[src/rtl/audio_rec_multi.sv]
// audio_rec_multi: I2S ADC capture-to-SRAM recorder (mono or stereo, stop-on-full or ring mode).
// Each captured DATA_W-bit sample is written as one SRAM word, left-aligned on sram_dq.
// Stereo interleaves left (even address) and right (odd address) words.
// All registers update on the falling edge of aud_bclk.
//
// Ports:
//   aud_bclk          codec bit clock (falling-edge active)
//   rst               synchronous active-high reset
//   start/pause/stop  recorder control levels, sampled every cycle
//   aud_adclrck       codec ADC L/R clock (0 = left)
//   aud_adcdat        codec ADC serial data, MSB first
//   sram_*            SRAM write port (addr, data, active-low strobes)
//   last_rec          next write address latched when recording ends
//   busy              high while armed, shifting or writing
//   full              memory filled and recording ended (stop-on-full mode)
//   wrapped           write pointer has wrapped at least once (ring mode)
module audio_rec_multi #(
  parameter int DATA_W    = 16,
  parameter int ADDR_W    = 20,
  parameter int CHANNELS  = 1,
  parameter int RING_MODE = 0
) (
  input  logic              aud_bclk,
  input  logic              rst,
  input  logic              start,
  input  logic              pause,
  input  logic              stop,
  input  logic              aud_adclrck,
  input  logic              aud_adcdat,
  output logic [ADDR_W-1:0] sram_addr,
  output logic [15:0]       sram_dq,
  output logic              sram_we_n,
  output logic              sram_ce_n,
  output logic              sram_oe_n,
  output logic              sram_ub_n,
  output logic              sram_lb_n,
  output logic [ADDR_W-1:0] last_rec,
  output logic              busy,
  output logic              full,
  output logic              wrapped
);

  typedef enum logic [2:0] {
    S_IDLE,
    S_WAIT_EDGE,
    S_SHIFT,
    S_WRITE,
    S_PAUSE,
    S_DONE
  } state_t;

  state_t      state, state_n;
  logic        lrck_q;
  logic [14:0] shreg;
  logic [15:0] word_next;
  logic [4:0]  bit_cnt;
  logic        cur_ch;
  logic        expect_right;
  logic        stop_pend, pause_pend;

  logic        lrck_edge, want_edge, at_top, word_boundary;
  logic        do_start, do_stop_now, begin_shift, hit_full, stop_after_write;
  logic        set_stop, set_pause, clr_pend;

  assign sram_ce_n = 1'b0;
  assign sram_oe_n = 1'b1;
  assign sram_ub_n = 1'b0;
  assign sram_lb_n = 1'b0;

  assign busy = (state == S_WAIT_EDGE) || (state == S_SHIFT) || (state == S_WRITE);

  assign lrck_edge = (aud_adclrck != lrck_q);
  // In stereo the recorder alternates left/right so every pair lands on an even/odd address pair.
  assign want_edge = lrck_edge && (aud_adclrck == expect_right);
  assign at_top    = (sram_addr == '1);
  // Stop/pause may only take effect once a complete frame (mono word or L/R pair) is stored.
  assign word_boundary = (CHANNELS == 1) || cur_ch;
  assign word_next = {shreg, aud_adcdat};

  always_comb begin
    state_n          = state;
    do_start         = 1'b0;
    do_stop_now      = 1'b0;
    begin_shift      = 1'b0;
    hit_full         = 1'b0;
    stop_after_write = 1'b0;
    set_stop         = 1'b0;
    set_pause        = 1'b0;
    clr_pend         = 1'b0;
    case (state)
      S_IDLE, S_DONE: begin
        if (start && !stop && !pause) begin
          state_n  = S_WAIT_EDGE;
          do_start = 1'b1;
          clr_pend = 1'b1;
        end
      end
      S_WAIT_EDGE: begin
        if (!expect_right && (stop || stop_pend)) begin
          state_n     = S_DONE;
          do_stop_now = 1'b1;
          clr_pend    = 1'b1;
        end else if (!expect_right && (pause || pause_pend)) begin
          state_n  = S_PAUSE;
          clr_pend = 1'b1;
        end else begin
          // Between the L and R words of a pair, requests are deferred until the R word is stored.
          set_stop  = expect_right && stop;
          set_pause = expect_right && pause;
          if (want_edge) begin
            state_n     = S_SHIFT;
            begin_shift = 1'b1;
          end
        end
      end
      S_SHIFT: begin
        set_stop  = stop;
        set_pause = pause;
        if (bit_cnt == 5'(DATA_W - 1)) state_n = S_WRITE;
      end
      S_WRITE: begin
        if ((RING_MODE == 0) && at_top) begin
          state_n  = S_DONE;
          hit_full = 1'b1;
          clr_pend = 1'b1;
        end else if (word_boundary && (stop || stop_pend)) begin
          state_n          = S_DONE;
          stop_after_write = 1'b1;
          clr_pend         = 1'b1;
        end else if (word_boundary && (pause || pause_pend)) begin
          state_n  = S_PAUSE;
          clr_pend = 1'b1;
        end else begin
          state_n   = S_WAIT_EDGE;
          set_stop  = stop;
          set_pause = pause;
        end
      end
      S_PAUSE: begin
        if (stop) begin
          state_n     = S_DONE;
          do_stop_now = 1'b1;
        end else if (start && !pause) begin
          state_n = S_WAIT_EDGE;
        end
      end
      default: state_n = S_IDLE;
    endcase
  end

  always_ff @(negedge aud_bclk) begin
    if (rst) begin
      state        <= S_IDLE;
      lrck_q       <= 1'b0;
      shreg        <= '0;
      bit_cnt      <= '0;
      cur_ch       <= 1'b0;
      expect_right <= 1'b0;
      stop_pend    <= 1'b0;
      pause_pend   <= 1'b0;
      sram_addr    <= '0;
      sram_dq      <= '0;
      sram_we_n    <= 1'b1;
      last_rec     <= '0;
      full         <= 1'b0;
      wrapped      <= 1'b0;
    end else begin
      state  <= state_n;
      lrck_q <= aud_adclrck;

      if (set_stop)  stop_pend  <= 1'b1;
      if (set_pause) pause_pend <= 1'b1;
      if (clr_pend) begin
        stop_pend  <= 1'b0;
        pause_pend <= 1'b0;
      end

      if (do_start) begin
        sram_addr    <= '0;
        last_rec     <= '0;
        full         <= 1'b0;
        wrapped      <= 1'b0;
        expect_right <= 1'b0;
      end

      if (do_stop_now) last_rec <= sram_addr;

      if (begin_shift) begin
        bit_cnt <= '0;
        cur_ch  <= aud_adclrck;
      end

      if (state == S_SHIFT) begin
        shreg   <= word_next[14:0];
        bit_cnt <= bit_cnt + 5'd1;
        if (state_n == S_WRITE) begin
          // Older bits shift out the top, leaving the sample left-aligned with zero LSBs.
          sram_dq   <= word_next << (16 - DATA_W);
          sram_we_n <= 1'b0;
        end
      end

      if (state == S_WRITE) begin
        sram_we_n <= 1'b1;
        if (hit_full) begin
          full     <= 1'b1;
          last_rec <= '1;
        end else begin
          sram_addr <= sram_addr + ADDR_W'(1);
          if (at_top) wrapped <= 1'b1;
          if (stop_after_write) last_rec <= sram_addr + ADDR_W'(1);
          expect_right <= (CHANNELS == 2) && !cur_ch;
        end
      end
    end
  end

endmodule

[config.mk]
export PLATFORM = sky130hd
export DESIGN_NAME = audio_rec_multi
export DESIGN_NICKNAME = d
export VERILOG_FILES = /design/src/rtl/audio_rec_multi.sv
export SDC_FILE = /design/constraint.sdc
export NUM_CORES = 1
export LEC_CHECK = 0
export CORE_MARGIN = 3
export CORE_UTILIZATION = 45
export DETAILED_ROUTE_END_ITERATION = 16
export GPL_ROUTABILITY_DRIVEN = 0
export PLACE_DENSITY_LB_ADDON = 0.15
export SLEW_MARGIN = 25
export SYNTH_ARGS = -nofsm -noshare
export SYNTH_HDL_FRONTEND = slang
export SYNTH_SLANG_ARGS = --single-unit
[constraint.sdc]
create_clock -name aud_bclk -period 3.9 [get_ports aud_bclk]
set_clock_uncertainty 0.15 [all_clocks]
set_input_delay 1.17 -clock aud_bclk [delete_from_list [all_inputs] [get_ports aud_bclk]]
set_output_delay 1.17 -clock aud_bclk [all_outputs]
set_load 0.02 [all_outputs]
==> reports/summary.txt <==
FLOORPLANNING
--------------------------------------------------------------------------------------
Floorplan die width .....................................................       103 µm
Area of the core ........................................................  0.00889 mm²
Vertical die dimension ..................................................       103 µm
Effective utilization at floorplan ......................................        47.3%
Std cell rows ...........................................................           34
IO Pins .................................................................           71
Die area ................................................................   0.0105 mm²

FINAL LAYOUT
--------------------------------------------------------------------------------------
Layout filler cell count ................................................          469
Net total in the final layout ...........................................          790
Multi-input gate area ...................................................  0.00291 mm²
Synthesis-to-layout area growth .........................................        75.9%
Most used cells in the layout excluding fill and tap cells .............. 104 x nand2_1, 90 x buf_4, 88 x inv_1
Fraction of layout instances using a drive strength above 1 .............        49.6%
Post-route cell area ....................................................  0.00739 mm²
Final cell utilization of the core ......................................        83.2%
Number of cells in the finished layout apart from fillers ...............          893
Most common cell after layout, fill and taps aside ......................      nand2_1
FF/Latch Area ...........................................................  0.00180 mm²
Ant. Diodes .............................................................            0

PLACED DESIGN
--------------------------------------------------------------------------------------
Port Buf Inserts ........................................................           66
Post-detail-place hpwl ..................................................      8040 µm
Number of instances in the placed design ................................          752
Cell area after placement ...............................................  0.00548 mm²

HOLD PATH
--------------------------------------------------------------------------------------
Min-Delay Path Depth ....................................................            2
Worst Hold Class ........................................................ flop to flop

SETUP PATH
--------------------------------------------------------------------------------------
Setup CP Type ........................................................... flop to output pin
Highest-delay cell along the critical path ..............................      dfxtp_2
Crit path required time .................................................      2580 ps
Endpoint kind of the worst setup timing path ............................   output pin
Most common cell type on the critical path ..............................       nor2_4
Kind of launch point of the worst setup path ............................         flop
Cells along the critical path ........................................... nor2_4, nor2_4, buf_6
Highest fanout seen on the critical path ................................            2
Flop2flop setup slack ...................................................      1190 ps
Worst EP arrival ........................................................      2990 ps
R2r worst-path depth ....................................................            9
Maximum cell stage delay along the critical path ........................       320 ps

LOGIC SYNTHESIS
--------------------------------------------------------------------------------------
Top FF cell, synth ......................................................      dfxtp_1
Mean cell area of the mapped netlist ....................................     7.71 µm²
Fraction of synthesized area in multiplexers ............................       0.238%
Share of the synthesized area in compound gates (AO/OA/AOI/OAI) .........        18.8%
Seq/Total Area, Yosys ...................................................        41.0%
Synth Instances .........................................................          545
Synth Warn # ............................................................            0
Synth Area in Simple Gates ..............................................        28.8%
Xor-xnor portion of the synthesized cell area ...........................        3.96%
Flop and latch count out of synthesis ...................................           86
Combinational family with the most area after synthesis ................. simple AND/OR/NAND/NOR gates
Asr flop ratio synth ....................................................           0%
Syn Std Cell Area .......................................................  0.00420 mm²
Number of synthesized flops with an enable pin ..........................            0
Adder-cell share of the synthesized area ................................       0.893%
Number of distinct standard cells referenced by the synthesized netlist .           60

GLOBAL ROUTING
--------------------------------------------------------------------------------------
Aggregate global routing overflow .......................................            0
Wire length of the first global-routing pass ............................     23800 µm
Largest net degree at the start of global routing .......................           24
All-Layer GR Usage ......................................................        29.1%
Via count of the first global-routing pass ..............................         5219
Number of antenna violations at the first check in global routing .......            0

CLOCK NETWORK
--------------------------------------------------------------------------------------
Total number of H-tree levels ...........................................            3
Buffers from clock root to sink, at most ................................            2
CTS Sinks ...............................................................           86
Clock slew at reported path FFs .........................................        60 ps
CTS tree ................................................................         done
Cell at the root of the clock tree ......................................     clkbuf_8
Clock buffers created by TritonCTS ......................................            9
Total of hold buffers inserted after clock tree synthesis ...............            0
Clock latency on the worst-skew pair ....................................       440 ps

DRT
--------------------------------------------------------------------------------------
First-pass DRT Iterations ...............................................            9
Average wire per cell in the routed design ..............................      18.6 µm
Initial DRC count .......................................................          522
Count of nets left with antenna violations after detail routing .........            0
DR vias/cell ............................................................         5.82
Post-Route WL ...........................................................     16600 µm
Count of vias placed by the detailed router .............................         5196
# DRC ...................................................................            0

RUN STATUS
--------------------------------------------------------------------------------------
Outcome ................................................................. complete, but fails checks
Failing checks .......................................................... negative setup slack

STA
--------------------------------------------------------------------------------------
Unrepaired setup endpoints after global routing .........................          yes
Worst-case headroom to the max-slew limit ...............................        55.4%
Worst Max-Slew Pin Slew .................................................       667 ps
Total setup violations reported at the end of the flow ..................          112
Final number of hold-violating endpoints ................................            0
Final count of pins violating max slew ..................................            0
Worst Slack Setup Final .................................................      -408 ps

PWR
--------------------------------------------------------------------------------------
Total design power ......................................................      2580 µW
PwrDens .................................................................   349 mW/mm²
Peak supply drop ........................................................       261 µV
Leakage Power ...........................................................   0.00330 µW

FLOW RUN
--------------------------------------------------------------------------------------
Number of max-cap violations ............................................            0

timing repair:
action,in CTS,in global routing
pin swaps,101,80
buffers inserted,19,14
resized for setup,541,61
gates cloned,9,0
endpoints found under the setup margin,113,112
final timing paths:
path | from | to
setup reg to reg | sram_addr[1] | sram_addr[6]
hold reg to reg | shreg[6] | shreg[7]
setup / recovery | state[1] | busy
hold / removal | shreg[6] | shreg[7]
per-stage QoR:
step | setup TNS [ps] | hold WS [ps] | setup slack [ps]
floorplan | -24770 | 282 | -538
global placement | -68440 | 297 | -1020
detailed placement | -71750 | 295 | -1120
CTS | -22320 | 302 | -423
global route | -28700 | 323 | -457
finish | -26770 | 300 | -408
routing by layer:
layer,global-route usage (%),share of wire [%],vias to the layer above
li1,-,-,2346
met1,28.9,36,2426
met2,49.7,50,307
met3,12.1,7.9,117
met4,19.6,6.0,0
met5,0,0,-
cells by family (layout without fill, tap and decap cells):
logic type                 count (synthesis)  count (layout)
AOI/OAI and AO/OA                        130             130
DFF                                       86              86
other                                      2               4
muxes                                      1               1
and+or+nand+nor                          252             252
adders and majority gates                  3               3
xor gates and xnor gates                  19              19
buffers and inverters                     52             290
where the power goes:
| part | internal, µW | switching, µW |
|---|---|---|
| logic | 266 | 270 |
| clock network | 495 | 656 |
| registers | 889 | 6.41 |
| total | 1650 | 932 |
cell type report:
class / instances / area share (%)
clock buffers: 9 / 1.68
clock inverters: 93 / 5.94
inverters: 2 / 0.102
multi-input cells: 409 / 39.4
flip-flops and latches: 86 / 24.3
well taps: 108 / 1.83
repair buffers: 186 / 26.8
cell usage after synthesis (4+ instances only):
library cell | count | share of area [%]
clkbuf_1 | 18 | 1.6
buf_4 | 4 | 0.71
dfxtp_1 | 86 | 41
o21ai_1 | 4 | 0.48
nand4_1 | 5 | 0.74
a31oi_1 | 16 | 2.4
nor2_1 | 32 | 2.9
xnor2_1 | 16 | 3.3
a21o_1 | 8 | 1.4
a21oi_1 | 70 | 8.3
nand2b_1 | 5 | 0.74
nand3_1 | 45 | 5.4
buf_2 | 22 | 2.6
and3_1 | 4 | 0.60
nand2_1 | 131 | 12
o21ai_0 | 10 | 1.2
a21oi_2 | 4 | 0.83
flip-flops by register name, summed over array words and instances (netlist names), 3 cells and up:
register	cells
bit_cnt	5
last_rec	20
shreg	15
sram_addr	20
sram_dq	16
state	3
critical path, delay by kind of cell, from the launching register on:
kind	cells	cell delay (ps)
flops	1	320
buf+inv	1	120
simple gates	2	170
(Power assumes the default switching activity.)
